==> config.mk <==
export PLATFORM = sky130hd
export DESIGN_NAME = kogge_serial_adder
export DESIGN_NICKNAME = d
export VERILOG_FILES = /design/src/rtl/kogge_serial_adder_pkg.sv /design/src/rtl/kogge_slice4.sv /design/src/rtl/kogge_serial_adder.sv
export SDC_FILE = /design/constraint.sdc
export NUM_CORES = 1
export LEC_CHECK = 0
export CAP_MARGIN = 20
export CORE_ASPECT_RATIO = 0.6
export CORE_UTILIZATION = 49
export DETAILED_ROUTE_END_ITERATION = 7
export GPL_TIMING_DRIVEN = 1
export HOLD_SLACK_MARGIN = 0.06
export PLACE_DENSITY = 0.79
export RECOVER_POWER = 50
export SKIP_LAST_GASP = 1
export SYNTH_ARGS = -nofsm -noshare
export SYNTH_HDL_FRONTEND = slang
export SYNTH_SLANG_ARGS = --single-unit
==> constraint.sdc <==
create_clock -name clk -period 2.4 [get_ports clk]
set_input_delay 0.48 -clock clk [delete_from_list [all_inputs] [get_ports clk]]
set_output_delay 0.48 -clock clk [all_outputs]
set_load 0.05 [all_outputs]
==> src/rtl/kogge_serial_adder_pkg.sv <==
// Shared types for the serial Kogge-Stone adder: slice width and sequencer states.
package adder_pkg;
  localparam int SLICE_W = 4;

  typedef enum logic [1:0] {
    IDLE = 2'd0,
    RUN  = 2'd1,
    DONE = 2'd2
  } addseq_state_t;
endpackage

==> src/rtl/kogge_slice4.sv <==
// Combinational 4-bit Kogge-Stone adder slice with a full-prefix carry-out.
module kogge_slice4
  import adder_pkg::*;
(
  input  logic [SLICE_W-1:0] i_a,
  input  logic [SLICE_W-1:0] i_b,
  input  logic               i_cin,
  output logic [SLICE_W-1:0] o_s,
  output logic               o_cout
);
  logic [3:0] w_p;
  logic [3:0] w_g;
  logic [3:0] w_g0;
  logic [3:0] w_g1;
  logic [3:2] w_p1;
  logic [3:0] w_g2;
  logic [3:0] w_c;

  assign w_p = i_a ^ i_b;
  assign w_g = i_a & i_b;

  // Carry-in is folded into bit 0's generate, so every group generate below is a carry.
  assign w_g0 = {w_g[3:1], w_g[0] | (w_p[0] & i_cin)};

  assign w_g1[0] = w_g0[0];
  assign w_g1[1] = w_g0[1] | (w_p[1] & w_g0[0]);
  assign w_g1[2] = w_g0[2] | (w_p[2] & w_g0[1]);
  assign w_g1[3] = w_g0[3] | (w_p[3] & w_g0[2]);
  assign w_p1    = {w_p[3] & w_p[2], w_p[2] & w_p[1]};

  assign w_g2[1:0] = w_g1[1:0];
  assign w_g2[2]   = w_g1[2] | (w_p1[2] & w_g1[0]);
  assign w_g2[3]   = w_g1[3] | (w_p1[3] & w_g1[1]);

  assign w_c    = {w_g2[2:0], i_cin};
  assign o_s    = w_p ^ w_c;
  assign o_cout = w_g2[3];
endmodule

==> src/rtl/kogge_serial_adder.sv <==
// Multi-cycle WIDTH-bit adder feeding one 4-bit Kogge-Stone slice per cycle.
// Define KOGGE_SERIAL_ADDER_SUB_EN to add the 'sub' port (a - b via ~b and carry-in 1).
module kogge_serial_adder
  import adder_pkg::*;
#(
  parameter int WIDTH = 16
) (
  input  logic                clk,
  input  logic                rst,
  input  logic                in_valid,
  output logic                in_ready,
  input  logic [WIDTH-1:0]    a,
  input  logic [WIDTH-1:0]    b,
  input  logic                cin,
`ifdef KOGGE_SERIAL_ADDER_SUB_EN
  input  logic                sub,
`endif
  output logic                out_valid,
  input  logic                out_ready,
  output logic [WIDTH-1:0]    sum,
  output logic                cout,
  output logic                busy,
  output addseq_state_t       dbg_state
);
  localparam int NIBBLES = WIDTH / SLICE_W;
  localparam int CNT_W   = (NIBBLES > 1) ? $clog2(NIBBLES) : 1;
  localparam logic [CNT_W-1:0] LAST_CNT = CNT_W'(NIBBLES - 1);

  generate
    if ((WIDTH % SLICE_W) != 0 || WIDTH < SLICE_W) begin : g_bad_width
      $error("kogge_serial_adder: WIDTH must be a multiple of 4 and >= 4");
    end
  endgenerate

  addseq_state_t      r_state;
  logic [WIDTH-1:0]   r_a;
  logic [WIDTH-1:0]   r_b;
  logic [WIDTH-1:0]   r_sum;
  logic               r_carry;
  logic [CNT_W-1:0]   r_cnt;
  logic               r_out_valid;

  logic [SLICE_W-1:0] w_s;
  logic               w_cout;
  logic [WIDTH-1:0]   w_ins;
  logic               w_sub;
  logic [WIDTH-1:0]   w_b_eff;
  logic               w_cin_eff;

`ifdef KOGGE_SERIAL_ADDER_SUB_EN
  assign w_sub = sub;
`else
  assign w_sub = 1'b0;
`endif
  assign w_b_eff   = w_sub ? ~b : b;
  assign w_cin_eff = w_sub ? 1'b1 : cin;

  kogge_slice4 u_slice (
    .i_a    (r_a[SLICE_W-1:0]),
    .i_b    (r_b[SLICE_W-1:0]),
    .i_cin  (r_carry),
    .o_s    (w_s),
    .o_cout (w_cout)
  );

  // New nibble enters at the top; after NIBBLES shifts nibble 0 sits at the bottom.
  assign w_ins = WIDTH'(w_s) << (WIDTH - SLICE_W);

  always_ff @(posedge clk or posedge rst) begin
    if (rst) begin
      r_state     <= IDLE;
      r_a         <= '0;
      r_b         <= '0;
      r_sum       <= '0;
      r_carry     <= 1'b0;
      r_cnt       <= '0;
      r_out_valid <= 1'b0;
    end else begin
      case (r_state)
        IDLE: begin
          if (in_valid) begin
            r_a     <= a;
            r_b     <= w_b_eff;
            r_carry <= w_cin_eff;
            r_cnt   <= '0;
            r_state <= RUN;
          end
        end
        RUN: begin
          r_a     <= r_a >> SLICE_W;
          r_b     <= r_b >> SLICE_W;
          r_sum   <= (r_sum >> SLICE_W) | w_ins;
          r_carry <= w_cout;
          r_cnt   <= r_cnt + CNT_W'(1);
          if (r_cnt == LAST_CNT) begin
            r_state     <= DONE;
            r_out_valid <= 1'b1;
          end
        end
        DONE: begin
          if (out_ready) begin
            r_state     <= IDLE;
            r_out_valid <= 1'b0;
          end
        end
        default: r_state <= IDLE;
      endcase
    end
  end

  assign in_ready  = (r_state == IDLE);
  assign busy      = (r_state != IDLE);
  assign out_valid = r_out_valid;
  assign sum       = r_sum;
  assign cout      = r_carry;
  assign dbg_state = r_state;
endmodule

-- Word level (Yosys, flattened, before mapping)
Cells that the tools add are included.
- register bits: 54
- bits of input ports: 37
- output and inout port bits: 22
- word-level logic and storage cells: 54
- add/sub/neg operators: 1
- equal/unequal tests: 6
- mux-type cells: 15
- bitwise logic cells: 18
- reduce and logical (&&, ||, !) cells: 7
- operators with widths (cell ; count):
    16-bit case mux with 2 select lines ; 2
    16-bit two-way mux ; 2
    12-bit by 16-bit bitwise OR with 16-bit output ; 1
    1-bit AND ; 8
    2-bit two-way mux ; 4
    4-bit XOR ; 2
    2-bit inequality test, second input constant ; 3
    1-bit bitwise OR ; 6
    2-bit case mux with 3 select lines ; 1
    3-bit AND reduction ; 2
    2-bit nonzero test ; 3
    4-bit AND ; 1
    2-bit == test, second input constant ; 2
    1-bit case mux with 2 select lines ; 2
    2-bit case mux with 2 select lines ; 1
    1-bit two-way mux ; 3
    2-bit by 1-bit adder with 2-bit output, second input constant ; 1
    2-bit by 1-bit == test with 1-bit output, second input constant ; 1
    2-bit zero test ; 1
    2-bit AND reduction ; 1

-- Depth between registers and ports, before layout
- word-level depth: 8
- gate-level depth with buffers: 6
- mapped depth without buffers: 5

-- Modules after synthesis
Synthesis repeated with hierarchy kept, for this count alone.
- cells, all modules: 271
- area, all modules: 2753.9 µm²
- modules (own cells, without submodules) (module ; instances ; cells an instance ; area an instance (µm²) ; seq. area each (µm²)):
    kogge_serial_adder ; 1 ; 260 ; 2627.5 ; 1351.3
    kogge_slice4 ; 1 ; 11 ; 126.4 ; 0.0

-- Worst setup path before layout
Ideal clock, no wire load.
- kind: register to register
- start point: register r_state[0], in the netlist dbg_state[0]
- end point: register r_a[12]
- setup time: 121 ps
- arrival: 2006 ps
- data required time: 2279 ps
- setup slack: 274 ps
- stages on the path, launching flop included: 6
- path buffers: 1
- period minus slack after synthesis: 2126 ps
- cell sequence: dfrtp_1 or2_1 inv_2 and2_1 buf_2 a22o_1
- word-level cells in the longest chain between the ends: 3
- elaborated cells between the ends (all ways): 6
- those cells by class: eq/ne: 2; mux: 1; reduce/logical: 3
- RTL lines (what ; RTL line ; source):
    from (decl) ; kogge_serial_adder.sv:35 ; addseq_state_t r_state;
    from (signal assigned) ; kogge_serial_adder.sv:71 ; r_state <= IDLE;
    from (signal assigned) ; kogge_serial_adder.sv:86 ; r_state <= RUN;
    from (signal assigned) ; kogge_serial_adder.sv:96 ; r_state <= DONE;
    2-bit zero test * ; n/a ;
    named net in_ready ; kogge_serial_adder.sv:11 ; output logic in_ready,
    2-bit inequality test (no source line) or 2-bit nonzero test (tied branches) ; n/a ;
    2-bit AND reduction (no source line) ; n/a ;
    to (signal assigned) ; kogge_serial_adder.sv:90 ; r_a <= r_a >> SLICE_W;
    to (decl) ; kogge_serial_adder.sv:36 ; logic [WIDTH-1:0] r_a;
Mark *: on every way through the listed nets, which the timed path passes. The rest lies on a longest branch.
A chain may end at the register's enable or synchronous reset.

-- Worst setup path in the final report
- start point: input port in_valid
- end point: register r_a[6]
- word-level cells in the longest chain between the ends: 2
- RTL lines (what ; RTL line ; source):
    from (decl) ; kogge_serial_adder.sv:10 ; input logic in_valid,
    2-bit inequality test (no source line) ; n/a ;
    2-bit AND reduction (no source line) ; n/a ;
No other way between the ends.

==> key figures <==
Synthesis
  – Synth Warn #: 0
  – Mapped Cells: 210
  – Ys flop type: dfrtp_1
  – Syn Nets: 253
  – Yosys reg bits: 54
  – Mean post-synth cell area: 11.65 um2
  – EDFF count, synth: 0
  – Ys async rst share: 100.0%
  – Mapped Area: 2446 um2
  – Synth cell types: 34
  – Register area share after synthesis: 55.24%

Worst setup path
  – Worst path required time: 2620 ps
  – CP Class: primary input to flop
  – Crit path DAT: 2380 ps
  – Worst setup SP type: primary input
  – Highest net fanout along the worst path: 38
  – Crit. End Element: flop
  – FF-to-FF path depth: 5

Clocking
  – Post-CTS Hold Buffers: 0
  – Post_cts resized: 0
  – Cts bufs inserted: 5
  – Later-pin clock latency in the skew report: 300 ps
  – Postcts setup bufs: 0
  – Max Root-Sink Buffers: 2
  – Clock slew at reported path FFs: 90 ps
  – CTS tree: yes
  – CTS H-Tree Depth: 2
  – Clock root buffer: clkbuf_8
  – Clk sinks: 54

Placed design
  – GPL Wtd Cong: 0.7495
  – Post-DP HPWL: 3430 um
  – Port bufs: 58
  – Placed cells: 320

Die
  – Placeable Area: 4683 um2
  – I/O pin cnt: 59
  – Die width: 93.22 um
  – DIE AREA: 5288 um2
  – Die Ht: 56.73 um
  – Initial core utilization: 52.23%
  – Rows: 19

Global route
  – GRT overflow: 0
  – All-Layer GR Usage: 20.24%
  – Largest net degree at the start of global routing: 39
  – Antenna violations before repair: 0
  – Number of global-route vias before repair: 1719
  – Global-route wire length before repair: 8148 um

STA
  – Fin crit share: 90.39%
  – Final Skew: 7.678 ps
  – Tightest Pin Transition: 1002 ps
  – Final hold vios: 0
  – RSZ-0062 raised after global routing: false
  – Worst rel slew slack: 33.03%
  – Fin Hold WS: 488.3 ps
  – Setup Viol. Count Final: 0
  – Achievable frequency: 460.9 MHz
  – Max-slew violation count: 0
  – Final setup TNS: 0 ps
  – Period minus WS final: 2169 ps

Detailed routing
  – DRC: 0
  – WL final: 4834 um
  – Vias per cell: 5.323
  – Drt first pass iters: 4
  – DR iter-0 viols: 96
  – Vias: 1746
  – Post-DRT Antenna Nets: 0
  – Drt wl/cell: 14.74 um

Job
  – Max Cap Viol: 0

Final layout
  – Layout Cells excl Fill: 328
  – # fillers: 396
  – Layout cell share with drive strength beyond 1: 11.32%
  – Area delta synth->final: 29.97%
  – Nets@finish: 307
  – Most frequent cells in the layout: dfrtp_1 (54), clkdlybuf4s50_1 (53), nand2_1 (31), o21ai_0 (27), mux2_2 (14)
  – Commonest non-fill, non-tap cell in the layout: dfrtp_1
  – # diodes: 0

Power and ir drop
  – Total power: 4.794 mW
  – Peak VDD IR: 1.242 mV
  – Power per cell area: 1508 nW/um2
  – LEAKAGE: 1.381 nW

Status
  – Outcome: complete, no violations

Min path
  – Worst min path class: flop to flop
  – WHS Path Cells: 2
where the power goes:
group	total, mW	switching (mW)	internal, mW	leakage, nW
Clock	0.593	0.280	0.312	0.0524
Combinational	2.61	1.51	1.09	0.647
Sequential	1.60	0.273	1.32	0.682
worst paths after layout:
path                               from      end  slack (ps)
setup / recovery               in_valid   r_a[6]         230
min in group asynchronous           rst  r_a[14]         790
max in group asynchronous           rst   r_a[9]         950
hold / removal                  r_a[10]  r_a[10]         490
hold reg to reg                 r_a[10]  r_a[10]         490
setup reg to reg           dbg_state[0]   r_a[6]         290
kinds of logic after synthesis:
logic type               Yosys count  synth area share, %
AO/OA/AOI/OAI                     57                14.83
flip-flops                        54                55.24
AND/OR/NAND/NOR                   46                9.208
multiplexers                      27                11.76
buffers and inverters             19                4.909
adder cells (fa/ha/maj)            6                3.683
XOR/XNOR                           1               0.3581
Yosys cell counts, types with 2 or more instances:
cell type	count	share of area, %
nor4bb_1	2	0.82
nor2_1	3	0.46
inv_1	3	0.46
nor2b_1	3	0.77
a21oi_1	6	1.2
dfrtp_1	54	55
o21ai_0	27	5.5
a22o_1	7	2.5
buf_6	5	2.3
ha_1	4	2.0
clkbuf_1	4	0.61
buf_4	2	0.61
nand2_1	31	4.8
and3b_1	3	1.1
mux2_2	14	6.4
mux2i_1	13	5.3
a22oi_1	8	2.5
fa_1	2	1.6
o31ai_1	2	0.61
buf_2	3	0.61
per-stage QoR:
stage / utilization, % / cell area [um2] / worst slack, ps
final: 67.89 / 3179 / 230.5
after global placement: 65.86 / 3084 / 437.1
after CTS: 68.13 / 3191 / 350.3
after global routing: 67.89 / 3179 / 182.8
after detailed placement: 65.86 / 3084 / 330.0
after floorplan: - / 2446 / 273.5
area by class of cell:
class                   count  area [um2]  share of cell area, %
flip-flops and latches     54        1351                  42.50
multi-input cells         137       974.7                  30.66
repair buffers             62       653.1                  20.54
well taps                  63       78.83                  2.479
clock buffers               7       76.32                  2.401
clock inverters             1       30.03                 0.9445
inverters                   4       15.01                 0.4723
worst max-delay path: stages:
cell	delay, ps
dlygate4sd3_1	630
o21bai_1	820
buf_12	280
nand2_1	90
o21ai_0	80
state kept, by name (all words and copies together) (netlist names):
signal and cells:
dbg_state 2, r_a 16, sum 16, r_cnt 2
cout 1, out_valid 1, r_b 16
routing by layer:
| layer | GRT usage [%] | vias to the layer above | wire length (um) | part of all wire, % |
|---|---|---|---|---|
| li1 | - | 847 | - | - |
| met1 | 29.03 | 840 | 2397 | 50 |
| met2 | 30.04 | 54 | 2116 | 44 |
| met3 | 5.827 | 5 | 293 | 6.1 |
| met4 | 5.714 | 0 | 26 | 0.54 |
| met5 | 0 | - | 0 | 0 |
Power figures use the tool's default switching activity.
